--- config.mk ---
export PLATFORM = sky130hd
export DESIGN_NAME = pipe_hazard_ctrl
export DESIGN_NICKNAME = d
export VERILOG_FILES = /design/src/rtl/pipe_hazard_ctrl.sv
export SDC_FILE = /design/constraint.sdc
export NUM_CORES = 1
export LEC_CHECK = 0
export ABC_AREA = 1
export ABC_CLOCK_PERIOD_IN_PS = 4500
export BUFFER_PORTS_ARGS = -buffer_cell sky130_fd_sc_hd__buf_2
export CAP_MARGIN = 30
export CORE_MARGIN = 3
export CORE_UTILIZATION = 59
export CTS_CLUSTER_SIZE = 8
export DETAILED_ROUTE_END_ITERATION = 10
export HOLD_SLACK_MARGIN = 0.05
export PLACE_DENSITY = 0.84
export SLEW_MARGIN = 40
export SYNTH_ARGS = -nofsm -noshare
export SYNTH_HDL_FRONTEND = slang
export SYNTH_SLANG_ARGS = --single-unit
--- constraint.sdc ---
create_clock -name clk -period 4.5 [get_ports clk]
set_input_delay 0.9 -clock clk [delete_from_list [all_inputs] [get_ports clk]]
set_output_delay 0.9 -clock clk [all_outputs]
set_load 0.02 [all_outputs]
--- src/rtl/pipe_hazard_ctrl.sv ---
// pipe_hazard_ctrl
//   Stall/flush sequencer for a 5-stage (IF/ID/EX/ME/WB) RISC-V pipeline.
//   It combines the load-use stall, ID-stage branch redirect, I/D-cache miss
//   freeze and multi-cycle mul/div EX occupancy into per-stage register
//   enables and bubble controls. It also keeps saturating hazard counters.
//
// Ports
//   clk, rst_n        clock, asynchronous active-low reset
//   load_use_hazard   ID needs a result that is still in EX
//   branch_taken      branch/jump resolved taken in ID
//   muldiv_start      EX holds a mul/div instruction
//   icache_stall      I-cache miss outstanding
//   dcache_stall      D-cache miss outstanding
//   pc_en .. me_wb_en per-stage register load enables
//   *_flush           load a bubble into that stage register (only when it is enabled)
//   md_busy, md_done  mul/div occupying EX / final release cycle
//   stall_cnt         cycles with pc_en=0, saturating
//   flush_cnt         cycles with if_id_flush=1, saturating

module pipe_hazard_sat_cnt #(
  parameter int CNT_W = 32
) (
  input  logic             clk,
  input  logic             rst_n,
  input  logic             inc,
  output logic [CNT_W-1:0] cnt
);
  always_ff @(posedge clk or negedge rst_n) begin
    if (!rst_n)               cnt <= '0;
    else if (inc && !(&cnt))  cnt <= cnt + 1'b1;
  end
endmodule

module pipe_hazard_ctrl #(
  parameter int MD_LAT = 4,
  parameter int CNT_W  = 32
) (
  input  logic             clk,
  input  logic             rst_n,
  input  logic             load_use_hazard,
  input  logic             branch_taken,
  input  logic             muldiv_start,
  input  logic             icache_stall,
  input  logic             dcache_stall,
  output logic             pc_en,
  output logic             if_id_en,
  output logic             id_ex_en,
  output logic             ex_me_en,
  output logic             me_wb_en,
  output logic             if_id_flush,
  output logic             id_ex_flush,
  output logic             ex_me_flush,
  output logic             md_busy,
  output logic             md_done,
  output logic [CNT_W-1:0] stall_cnt,
  output logic [CNT_W-1:0] flush_cnt
);
  localparam int MW = $clog2(MD_LAT);
  localparam int NCNT = 2;

  typedef enum logic {RUN, BUSY} state_t;

  typedef struct packed {
    logic pc;
    logic if_id;
    logic id_ex;
    logic ex_me;
    logic me_wb;
  } en_t;

  typedef struct packed {
    logic if_id;
    logic id_ex;
    logic ex_me;
  } flush_t;

  state_t  state, state_nxt;
  logic [MW-1:0] md_cnt, md_cnt_nxt;
  en_t     en;
  flush_t  fl;
  logic    cache, md_hold, md_rel;

  assign cache   = icache_stall | dcache_stall;
  assign md_hold = (state == BUSY) && (md_cnt > MW'(1));
  assign md_rel  = (state == BUSY) && (md_cnt == MW'(1));

  always_ff @(posedge clk or negedge rst_n) begin
    if (!rst_n) begin
      state  <= RUN;
      md_cnt <= '0;
    end else begin
      state  <= state_nxt;
      md_cnt <= md_cnt_nxt;
    end
  end

  always_comb begin
    en         = '1;
    fl         = '0;
    md_busy    = (state == BUSY);
    md_done    = 1'b0;
    state_nxt  = state;
    md_cnt_nxt = md_cnt;
    if (cache) begin
      // Whole pipe frozen; hazard inputs stay asserted upstream and are
      // re-evaluated once the miss clears.
      en = '0;
    end else if (md_hold) begin
      // Op stays in EX: ID and younger hold, EX/ME takes bubbles.
      en.pc      = 1'b0;
      en.if_id   = 1'b0;
      en.id_ex   = 1'b0;
      fl.ex_me   = 1'b1;
      md_cnt_nxt = md_cnt - 1'b1;
    end else begin
      if (md_rel) begin
        // EX result moves on; ID side is handled by the RUN rules below.
        // muldiv_start is still high for this op, so no restart here.
        md_done    = 1'b1;
        state_nxt  = RUN;
        md_cnt_nxt = '0;
      end
      if (load_use_hazard) begin
        // Branch is suppressed; it re-resolves next cycle with good operands.
        en.pc    = 1'b0;
        en.if_id = 1'b0;
        fl.id_ex = 1'b1;
      end else if (state == RUN && muldiv_start) begin
        en.pc      = 1'b0;
        en.if_id   = 1'b0;
        en.id_ex   = 1'b0;
        fl.ex_me   = 1'b1;
        state_nxt  = BUSY;
        md_cnt_nxt = MW'(MD_LAT - 1);
      end else if (branch_taken) begin
        fl.if_id = 1'b1;
      end
    end
  end

  assign pc_en       = en.pc;
  assign if_id_en    = en.if_id;
  assign id_ex_en    = en.id_ex;
  assign ex_me_en    = en.ex_me;
  assign me_wb_en    = en.me_wb;
  assign if_id_flush = fl.if_id;
  assign id_ex_flush = fl.id_ex;
  assign ex_me_flush = fl.ex_me;

  // Performance counters: [0] stall cycles, [1] IF/ID flush cycles.
  logic [NCNT-1:0]            cnt_inc;
  logic [NCNT-1:0][CNT_W-1:0] cnt_val;

  assign cnt_inc = {fl.if_id, ~en.pc};

  for (genvar g = 0; g < NCNT; g++) begin : g_cnt
    pipe_hazard_sat_cnt #(.CNT_W(CNT_W)) u_cnt (
      .clk   (clk),
      .rst_n (rst_n),
      .inc   (cnt_inc[g]),
      .cnt   (cnt_val[g])
    );
  end

  assign stall_cnt = cnt_val[0];
  assign flush_cnt = cnt_val[1];

endmodule

==> summary.txt, run 1 <==
Timing
  • Sum Neg Setup Slack: 0 ps
  • Worst-Margin Slew: roughly 820 ps
  • Achievable frequency: ~360 MHz
  • RSZ-0062 raised after global routing: false
  • Tcrit/Tclk final: 0.6170
  • Setup Skew: approximately 9 ps
  • Tmin final: 2777 ps
  • Slew Limit Fails: 0
  • Final worst slack: approximately 1700 ps
  • Hold Violations, Final: 0
  • Slew HR: 0.4550
  • Setup violators final: 0

Routing
  • Via count: 4684
  • Initial DRC count: 421
  • Vias per cell: 5.181
  • DR pass1 iterations: 5
  • Final wirelength: 11500 µm
  • Post-route ant nets: 0
  • Post-DR wirelength/cell: between 10 and 15 µm
  • Drt drc: 0

Clock tree
  • Worst-skew pair later-pin latency: about 350 ps
  • Cts hold-fix bufs: 0
  • Total CTS buffers: 9
  • TritonCTS clock tree: done
  • Quantity of gates resized following cts: 0
  • Max clock buf depth: 2
  • CTS clk-pin slew, worst paths: around 80 ps
  • H-tree Lvls: 3
  • Postcts setup bufs: 0
  • Root buf cell: clkbuf_8
  • Clock net sink count: 67

Logic synthesis
  • Synth area leader: dfrtp_1
  • Yosys reg bits: 67
  • Largest family of logic cells by synthesized area: simple AND/OR/NAND/NOR gates
  • Synth Flop Type: dfrtp_1
  • Number of flops mapped to enable cells by yosys: 0
  • Gate Count Post-Synth: 721
  • Post-synth top area share: 0.3644
  • Commonest cells post-synth: nand2_1, nor2_1, dfrtp_1
  • Mapped Nets: 731
  • Synth Area in Simple Gates: 0.4868
  • Count leader, synth: nand2_1
  • Syn_area_per_cell: 6.381 µm²
  • Xor/xnor share of the synthesized area: 0.04569
  • Synthesized area: 0.004601 mm²
  • Post-Synth Adder-Cell Area: 0.008159
  • Main area contributors after synthesis: dfrtp_1, nand2_1, nor2_1
  • Synth warn: 0
  • Post-synthesis compound-gate area fraction: 0.01713
  • Share of flip-flops with an asynchronous set or reset: 1.000
  • Unique masters post-synth: 26
  • Multiplexer share of the synthesized area: 0
  • Sequential area share after synthesis: 0.3644

Floorplan
  • Die X: 94.31 µm
  • Die height: between 90 and 100 µm
  • # IOs: 81
  • Rows: 31
  • Die Footprint: 0.008893 mm²
  • Initial Utilization: 0.6210
  • Core ar.: ~0.0074 mm²

Finish
  • Final Cell Area: 0.005210 mm²
  • # diodes: 0
  • Layout cells sized above 1: 0.1640
  • Fillers: 678
  • Synth-to-layout area growth: 13.24%
  • Count of nets after finishing: 810

Job
  • Max cap viols: 0

Hold path
  • Worst hold path depth: 1
  • Worst hold-check path type: reg2reg
  • HP Start: md_cnt[0]$_DFFE_PN0P_
  • Hold Crit Endpoint: md_cnt[0]$_DFFE_PN0P_

GRT
  • Met1 usage: 0.3987
  • Grt total ovfl: 0
  • Met3 GRT Util: 0.05689
  • First-pass GRT wire length: 19700 µm
  • GR Util met2: 0.4249
  • Number of global-route vias before repair: 4234
  • Initial antenna violation count: 0
  • GRT Total Usage: 0.2765
  • GRT Max-Usage Layer: met2
  • Largest net degree at the start of global routing: 45

Worst setup path
  • Worst EP required: 3600 ps
  • FF-to-FF path depth: 10
  • CP arrival: 1880 ps
  • Reg2Reg Launch Point: md_cnt[1]$_DFFE_PN0P_
  • FF-to-FF setup slack: 2280 ps
  • Crit path kind: in2out
  • Worst-path fanout max: 8
  • Worst setup SP type: primary input
  • CP startpoint: dcache_stall
  • Critical Path Sink Type: output port
  • Reg2reg end: g_cnt[1].u_cnt.cnt[16]$_DFFE_PN0P_

Placed design
  • DP Worst Slack: 1734 ps
  • IO Port Bufs: 80
  • RD Place Congestion: between 0.9 and 1
  • HPWL after DPL: 8646 µm
  • DP Area: 0.005016 mm²

Power
  • Total power divided by cell area: 312.1 mW/mm²
  • Peak VDD IR: about 0.38 mV
  • P_leak: between 2 and 3 nW

Run status
  • Status: completed
-- cell usage in the layout, fill, tap and decap left out --
master / instances
a21oi_1: 3
a21oi_4: 1
buf_2: 79
buf_4: 2
bufinv_16: 1
clkbuf_1: 1
clkbuf_8: 9
clkinv_2: 2
clkinv_4: 3
dfrtp_1: 67
ha_1: 3
inv_1: 58
inv_2: 4
inv_4: 1
nand2_1: 359
nand2_2: 7
nand2_4: 2
nand3_1: 34
nand3_2: 1
nand3b_1: 5
nand3b_2: 1
nand4_1: 10
nor2_1: 100
nor2_2: 11
nor2_4: 8
o21ai_0: 7
o21ai_1: 1
o31ai_1: 1
xnor2_1: 8
xor2_1: 16
-- state kept, by name (all words and copies together), names as in the netlist --
| register | count |
|---|---|
| g_cnt.u_cnt.cnt | 64 |
| md_cnt | 2 |
| md_busy | 1 |
-- worst max-delay path: stages --
cell and delay, ps:
buf_2 110, nor2_4 140, nand2_2 90, nor2_4 230, nand2_2 140, inv_2 90, buf_2 160
-- kinds of logic after synthesis --
kind of cell,count (synthesis)
simple gates,538
buf+inv,76
flops,67
xor+xnor,24
compound gates,13
fa+ha+maj,3
-- cell type report --
| type | instances | area (µm²) | share of cell area |
|---|---|---|---|
| Multi-Input combinational cell | 578 | 2566 | 0.4926 |
| Timing Repair Buffer | 81 | 410.4 | 0.07877 |
| Tap cell | 99 | 123.9 | 0.02378 |
| Clock buffer | 10 | 127.6 | 0.02450 |
| Inverter | 63 | 239.0 | 0.04587 |
| Clock inverter | 6 | 66.31 | 0.01273 |
| Sequential cell | 67 | 1677 | 0.3218 |
-- metal layers --
| layer | vias up | wire length, µm |
|---|---|---|
| li1 | 2357 | - |
| met1 | 2134 | 5110 |
| met2 | 179 | 5283 |
| met3 | 14 | 990 |
| met4 | 0 | 119 |
| met5 | - | 0 |
-- where the power goes --
group / leakage, nW / switching, mW / internal, mW / total, mW
Clock: 0.100 / 0.247 / 0.257 / 0.504
Combinational: 1.64 / 0.255 / 0.126 / 0.381
Sequential: 0.913 / 0.0800 / 0.661 / 0.741
Total: 2.65 / 0.581 / 1.04 / 1.63
-- per-stage QoR --
stage          cells  hold WS [ps]  power, mW    util
5_1_grt          904         530.8      1.732  0.7033
6_report         904         492.6      1.626  0.7033
2_1_floorplan    721         439.2      1.019       -
4_1_cts          904         486.2      1.638  0.7033
3_5_place_dp     888         473.5      1.134  0.6771
3_3_place_gp     888         462.9      1.119  0.6767
-- worst max path at each step --
stage                        to  slack, ps  cells after the start
floorplan           if_id_flush       1860                      5
global placement    if_id_flush       1780                      7
detailed placement  if_id_flush       1730                      7
CTS                 if_id_flush       1730                      7
global route        if_id_flush       1620                      9
finish              if_id_flush       1720                      7
Power figures use the tool's default switching activity.
==> run 2, diff against run 1 <==
ABC_CLOCK_PERIOD_IN_PS = 2330   (was 4500)
CORE_UTILIZATION = 51   (was 59)
PLACE_DENSITY = 0.77   (was 0.84)
clock period = 2.33 ns   (was 4.5 ns; I/O delays follow)
==> run 2 against run 1 <==
  * Utilization fell by 10 points
  * Clock power increased by 98%
  * Flip-flop and latch count did not move
  * Setup slack got worse by 1600 ps
  * Design area increased by 1.1%
  * Global-route usage fell by 4.2 points
  * Critical path depth is 2 higher
  * Clock-buffer cell count is 3 higher
  * Critical endpoint unchanged
  * Largest cell class unchanged
==> summary.txt, run 2 (synthesis results as in run 1) <==
Power
  • Flop pwr share: 0.452
  • Net Sw Frac: 0.3458
  • Peak VDD IR: 0.6609 mV
  • Clk network pwr share: 0.313
  • Total power divided by cell area: around 600 mW/mm²
  • P_sw: 1.100 mW
  • Internal: 2.080 mW
  • Combinational share of power: 0.235
  • P_leak: 2.679 nW

Timing
  • Slew Limit Fails: 0
  • Worst-Margin Slew: 773.8 ps
  • Sum Neg Setup Slack: 0 ps
  • Achievable frequency: 462.4 MHz
  • Setup Skew: 6.611 ps
  • Tcrit/Tclk final: 0.9282
  • Tmin final: around 2200 ps
  • Hold Violations, Final: 0
  • Final worst slack: 167.3 ps
  • Setup violators final: 0
  • RSZ-0062 raised after global routing: false
  • Slew HR: 0.4830

Placed design
  • IO Port Bufs: 80
  • RD Place Congestion: 0.8826
  • HPWL after DPL: 8574 µm
  • DP Worst Slack: 179.6 ps

Worst setup path
  • Reg2Reg Launch Point: g_cnt[1].u_cnt.cnt[0]$_DFFE_PN0P_
  • Critical Path Max Stage Delay: 390 ps
  • Worst EP required: 1860 ps
  • Crit path kind: reg2out
  • Worst-path fanout max: 4
  • Worst setup SP type: flip-flop
  • CP arrival: 1700 ps
  • FF-to-FF setup slack: around 270 ps
  • Critical Path Sink Type: output port
  • Crit-path slowest cell: dfrtp_1
  • Reg2reg end: g_cnt[1].u_cnt.cnt[13]$_DFFE_PN0P_
  • CP Cell Sequence: inv_1 > ha_1 > inv_1 > nand3_2 > nand2_2 > nor2_4 > nand2_2 > inv_2 > buf_2
  • CP delay by family, top: simple AND/OR/NAND/NOR gates
  • CP bufs+invs: 4
  • FF-to-FF path depth: 8

Routing
  • Initial DRC count: 220
  • Vias per cell: 5.067
  • Via count: approximately 4600
  • Final wirelength: 11480 µm
  • Post-route ant nets: 0
  • Post-DR wirelength/cell: about 13 µm
  • Drt drc: 0
  • DR pass1 iterations: 5

Floorplan
  • Die Footprint: 0.01020 mm²
  • # IOs: 81
  • Initial Utilization: 0.5250
  • Rows: 34
  • Die X: a little over 100 µm
  • Core ar.: 0.008763 mm²
  • Die height: 101.0 µm

Clock tree
  • Worst-skew pair later-pin latency: 340 ps
  • Root buf cell: clkbuf_8
  • CTS clk-pin slew, worst paths: 70 ps
  • Max clock buf depth: 2
  • TritonCTS clock tree: done
  • H-tree Lvls: 3
  • Clock net sink count: 67
  • Total CTS buffers: 9

Finish
  • Max reg flops: 64
  • # diodes: 0
  • Area of the multi-input gates: 0.002566 mm²
  • Synth-to-layout area growth: 14.47%
  • Most frequent cells in the layout: nand2_1, nor2_1, buf_2
  • Count of nets after finishing: 813
  • Most common cell after layout, fill and taps aside: nand2_1
  • Layout cells sized above 1: 0.1648
  • Register area: around 0.0017 mm²
  • Largest Register: g_cnt.u_cnt.cnt
  • Fillers: 845

Run status
  • Status: completed

GRT
  • Grt total ovfl: 0
  • Largest net degree at the start of global routing: 68
  • GRT Total Usage: 0.2344
  • Initial antenna violation count: 0
  • Number of global-route vias before repair: 4190
  • First-pass GRT wire length: 19270 µm

Job
  • Max cap viols: 0

Hold path
  • Worst hold-check path type: in2async
[run 2: changes by cell type in the layout (fill, tap and decap cells not counted), sizes merged]
cell,change
clkinv,-4
buf,+3
clkbuf,+3
[run 2: through the flow]
step                hold WS [ps]  instance area, µm²  utilization  total power, mW  instances
floorplan                  170.4                4601            -            1.969        721
global placement           465.2                5057       0.5771            2.170        898
detailed placement         479.9                5057       0.5771            2.207        898
CTS                        148.8                5251       0.5992            3.200        913
global route               160.0                5266       0.6009            3.353        915
finish                     145.5                5266       0.6009            3.179        915
[run 2: cell type report]
class                           instances  area share
Multi-Input combinational cell        578      0.4873
Tap cell                              108     0.02566
Inverter                               63     0.04538
Clock buffer                           13     0.03017
Sequential cell                        67      0.3184
Clock inverter                          2    0.006652
Timing Repair Buffer                   84     0.08648
[run 2: how the worst max path moves through the flow]
stage | start | endpoint | slack [ps] | depth (start not counted)
2_1_floorplan | md_cnt[1]$_DFFE_PN0P_ | if_id_flush | 560 | 8
3_3_place_gp | dcache_stall | g_cnt[1].u_cnt.cnt[0]$_DFFE_PN0P_ | 290 | 8
3_5_place_dp | md_cnt[1]$_DFFE_PN0P_ | g_cnt[1].u_cnt.cnt[13]$_DFFE_PN0P_ | 180 | 10
4_1_cts | md_cnt[1]$_DFFE_PN0P_ | if_id_flush | 20 | 9
5_1_grt | md_cnt[1]$_DFFE_PN0P_ | if_id_flush | 20 | 9
6_report | md_cnt[1]$_DFFE_PN0P_ | if_id_flush | 170 | 9
[run 2: power by group through the flow]
stage	Combinational (mW)	Clock, mW	Sequential (mW)
2_1_floorplan	0.430	0	1.54
3_3_place_gp	0.723	0	1.45
3_5_place_dp	0.755	0	1.45
4_1_cts	0.753	1.01	1.43
5_1_grt	0.829	1.06	1.46
6_report	0.746	0.997	1.44
[run 2: per-layer routing]
layer / wire (µm) / track usage / vias to the layer above
li1: - / - / 2351
met2: 5509 / 0.3949 / 113
met5: 0 / 0 / -
met4: 229 / 0.08384 / 0
met1: 5198 / 0.3071 / 2151
met3: 544 / 0.03322 / 21
[run 2: what timing repair did]
| action | in CTS | in global routing |
|---|---|---|
| buffers inserted | 0 | 2 |
| endpoints found under the setup margin | 0 | 22 |
| hold buffers | 0 | 0 |
| hold endpoints to repair | 0 | 0 |
| resized for setup | 0 | 0 |
==> run 3, diff against run 2 <==
SYNTH_HIERARCHICAL = 1   (was unset)
==> run 3 against run 2 <==
  * Total power is 3.5% higher
  * Setup slack worse by 60 ps
  * Design area is 0.86% higher
  * Largest cell class unchanged
==> summary.txt, run 3 <==
Finish
  • Count of nets after finishing: 824
  • Max reg flops: 64
  • # diodes: 0
  • Most common cell after layout, fill and taps aside: nand2_1
  • Most frequent cells in the layout: nand2_1, nor2_1, buf_2
  • Synth-to-layout area growth: 16.02%
  • Final Util: 0.6275
  • Layout cells sized above 1: 0.1722
  • Fillers: 804
  • Largest Register: g_cnt.u_cnt/cnt

GRT
  • GRT Total Usage: 0.2454
  • First-pass GRT wire length: 20220 µm
  • Initial antenna violation count: 0
  • Largest net degree at the start of global routing: 26
  • Grt total ovfl: 0
  • Number of global-route vias before repair: ~4200

Power
  • Total Power: 3.290 mW
  • Total power divided by cell area: 619.5 mW/mm²
  • P_leak: 2.781 nW
  • Peak VDD IR: 0.4185 mV

Timing
  • Sum Neg Setup Slack: 0 ps
  • Worst-Margin Slew: 578.8 ps
  • Tmin final: 2222 ps
  • Setup Skew: 12.25 ps
  • Achievable frequency: between 400 and 500 MHz
  • Hold Violations, Final: 0
  • Slew HR: 0.6141
  • Final worst slack: 107.7 ps
  • Tcrit/Tclk final: 0.9538
  • Slew Limit Fails: 0
  • Setup violators final: 0
  • RSZ-0062 raised after global routing: false

Worst setup path
  • Critical Path Sink Type: output port
  • Worst setup SP type: flip-flop
  • CP delay by family, top: buffers and inverters
  • Crit-path slowest cell: dfrtp_1
  • Crit path kind: reg2out
  • CP arrival: approximately 1800 ps
  • Worst-path fanout max: 4
  • CP Cell Sequence: inv_2 > ha_4 > inv_2 > nand3_2 > nand2_2 > nor2_4 > inv_4 > nor2_4 > buf_6 > buf_4
  • Worst EP required: 1860 ps
  • Critical Path Max Stage Delay: 400 ps
  • CP bufs+invs: 5

Routing
  • Final wirelength: 11740 µm
  • Via count: 4625
  • Vias per cell: 5.005
  • Post-route ant nets: 0
  • Post-DR wirelength/cell: 12.71 µm
  • Drt drc: 0
  • Initial DRC count: 291
  • DR pass1 iterations: 5

Logic synthesis
  • Sequential area share after synthesis: 0.3662
  • Gate Count Post-Synth: 725
  • Synth warn: 6
  • Main area contributors after synthesis: dfrtp_1, nand2_1, nor2_1
  • Synthesized area: 0.004578 mm²
  • Mapped Nets: approximately 740
  • Synth Flop Type: dfrtp_1
  • Share of flip-flops with an asynchronous set or reset: 1.000
  • Unique masters post-synth: 25
  • Count leader, synth: nand2_1
  • Post-synth top area share: 0.3662
  • Commonest cells post-synth: nand2_1, nor2_1, dfrtp_1
  • Yosys reg bits: between 60 and 70
  • Syn_area_per_cell: 6.315 µm²
  • Number of flops mapped to enable cells by yosys: 0
  • Synth area leader: dfrtp_1

Clock tree
  • Root buf cell: clkbuf_8
  • TritonCTS clock tree: done
  • Clock net sink count: 67
  • Worst-skew pair later-pin latency: 340 ps
  • CTS clk-pin slew, worst paths: around 80 ps
  • H-tree Lvls: 3
  • Total CTS buffers: 9
  • Max clock buf depth: 2

Job
  • Max cap viols: 0

Run status
  • Status: completed

Floorplan
  • Die height: 100.7 µm
  • Rows: 33
  • # IOs: 81
  • Die X: 100.7 µm
  • Die Footprint: 0.01015 mm²
  • Initial Utilization: 0.5409
  • Core ar.: 0.008464 mm²

Placed design
  • HPWL after DPL: approximately 9000 µm
  • DP Worst Slack: roughly 53 ps
  • IO Port Bufs: 80
  • RD Place Congestion: 0.9345

Hold path
  • Worst hold-check path type: in2async
-- run 3: timing repair --
| action | CTS | global route |
|---|---|---|
| gates resized for setup | 5 | 3 |
| gates cloned | 0 | 0 |
| endpoints found under the setup margin | 1 | 5 |
| hold buffers | 0 | 0 |
| pin swaps | 0 | 2 |
| setup buffers | 1 | 4 |
-- run 3: stage by stage --
stage / hold slack (ps) / instance area (µm²) / cells
6_report: 111.1 / 5311 / 924
5_1_grt: 138.8 / 5311 / 924
4_1_cts: 126.1 / 5269 / 920
3_5_place_dp: 500.8 / 5057 / 903
3_3_place_gp: 498.1 / 5057 / 903
2_1_floorplan: 170.4 / 4578 / 725
-- run 3: final timing paths --
| kind | startpoint | to | slack (ps) | cells after the start |
|---|---|---|---|---|
| max in group asynchronous | rst_n | g_cnt[0].u_cnt/cnt[4]$_DFFE_PN0P_ | 1490 | 2 |
| min in group clk | icache_stall | md_busy$_DFFE_PN0P_ | 490 | 4 |
| worst max-delay path | md_cnt[1]$_DFFE_PN0P_ | if_id_flush | 110 | 10 |
| worst min register to register | g_cnt[0].u_cnt/cnt[30]$_DFFE_PN0P_ | g_cnt[0].u_cnt/cnt[30]$_DFFE_PN0P_ | 530 | 2 |
| worst max register to register | md_cnt[1]$_DFFE_PN0P_ | g_cnt[1].u_cnt/cnt[20]$_DFFE_PN0P_ | 210 | 15 |
| worst min-delay path | rst_n | g_cnt[1].u_cnt/cnt[17]$_DFFE_PN0P_ | 110 | 1 |
-- run 3: metal layers --
layer | global-route usage | wire (µm) | vias to the layer above
li1 | - | - | 2375
met1 | 0.3477 | 5578 | 2104
met2 | 0.3858 | 5346 | 132
met3 | 0.04083 | 655 | 14
met4 | 0.07254 | 159 | 0
met5 | 0 | 0 | -
-- run 3: report_power, final --
part           internal, mW  switching [mW]  total, mW
sequential             1.28           0.183       1.46
combinational         0.338           0.557      0.895
clock                 0.475           0.461      0.936
-- run 3: area by class of cell --
cell class,instances,area (µm²),share of cell area
Tap cell,105,131.4,0.02474
Clock inverter,3,21.27,0.004005
Sequential cell,67,1677,0.3157
Multi-Input combinational cell,577,2570,0.4839
Inverter,69,261.5,0.04923
Clock buffer,13,168.9,0.03180
Timing Repair Buffer,90,481.7,0.09070
-- run 3: kinds of logic (layout without fill, tap and decap cells) --
group	after synthesis	after routing	share of synthesized area
AO/OA/AOI/OAI	5	5	0.008744
XOR/XNOR	24	24	0.04591
adder cells (fa/ha/maj)	3	3	0.008200
buffers and inverters	81	175	0.07625
flip-flops	67	67	0.3662
AND/OR/NAND/NOR	545	545	0.4947
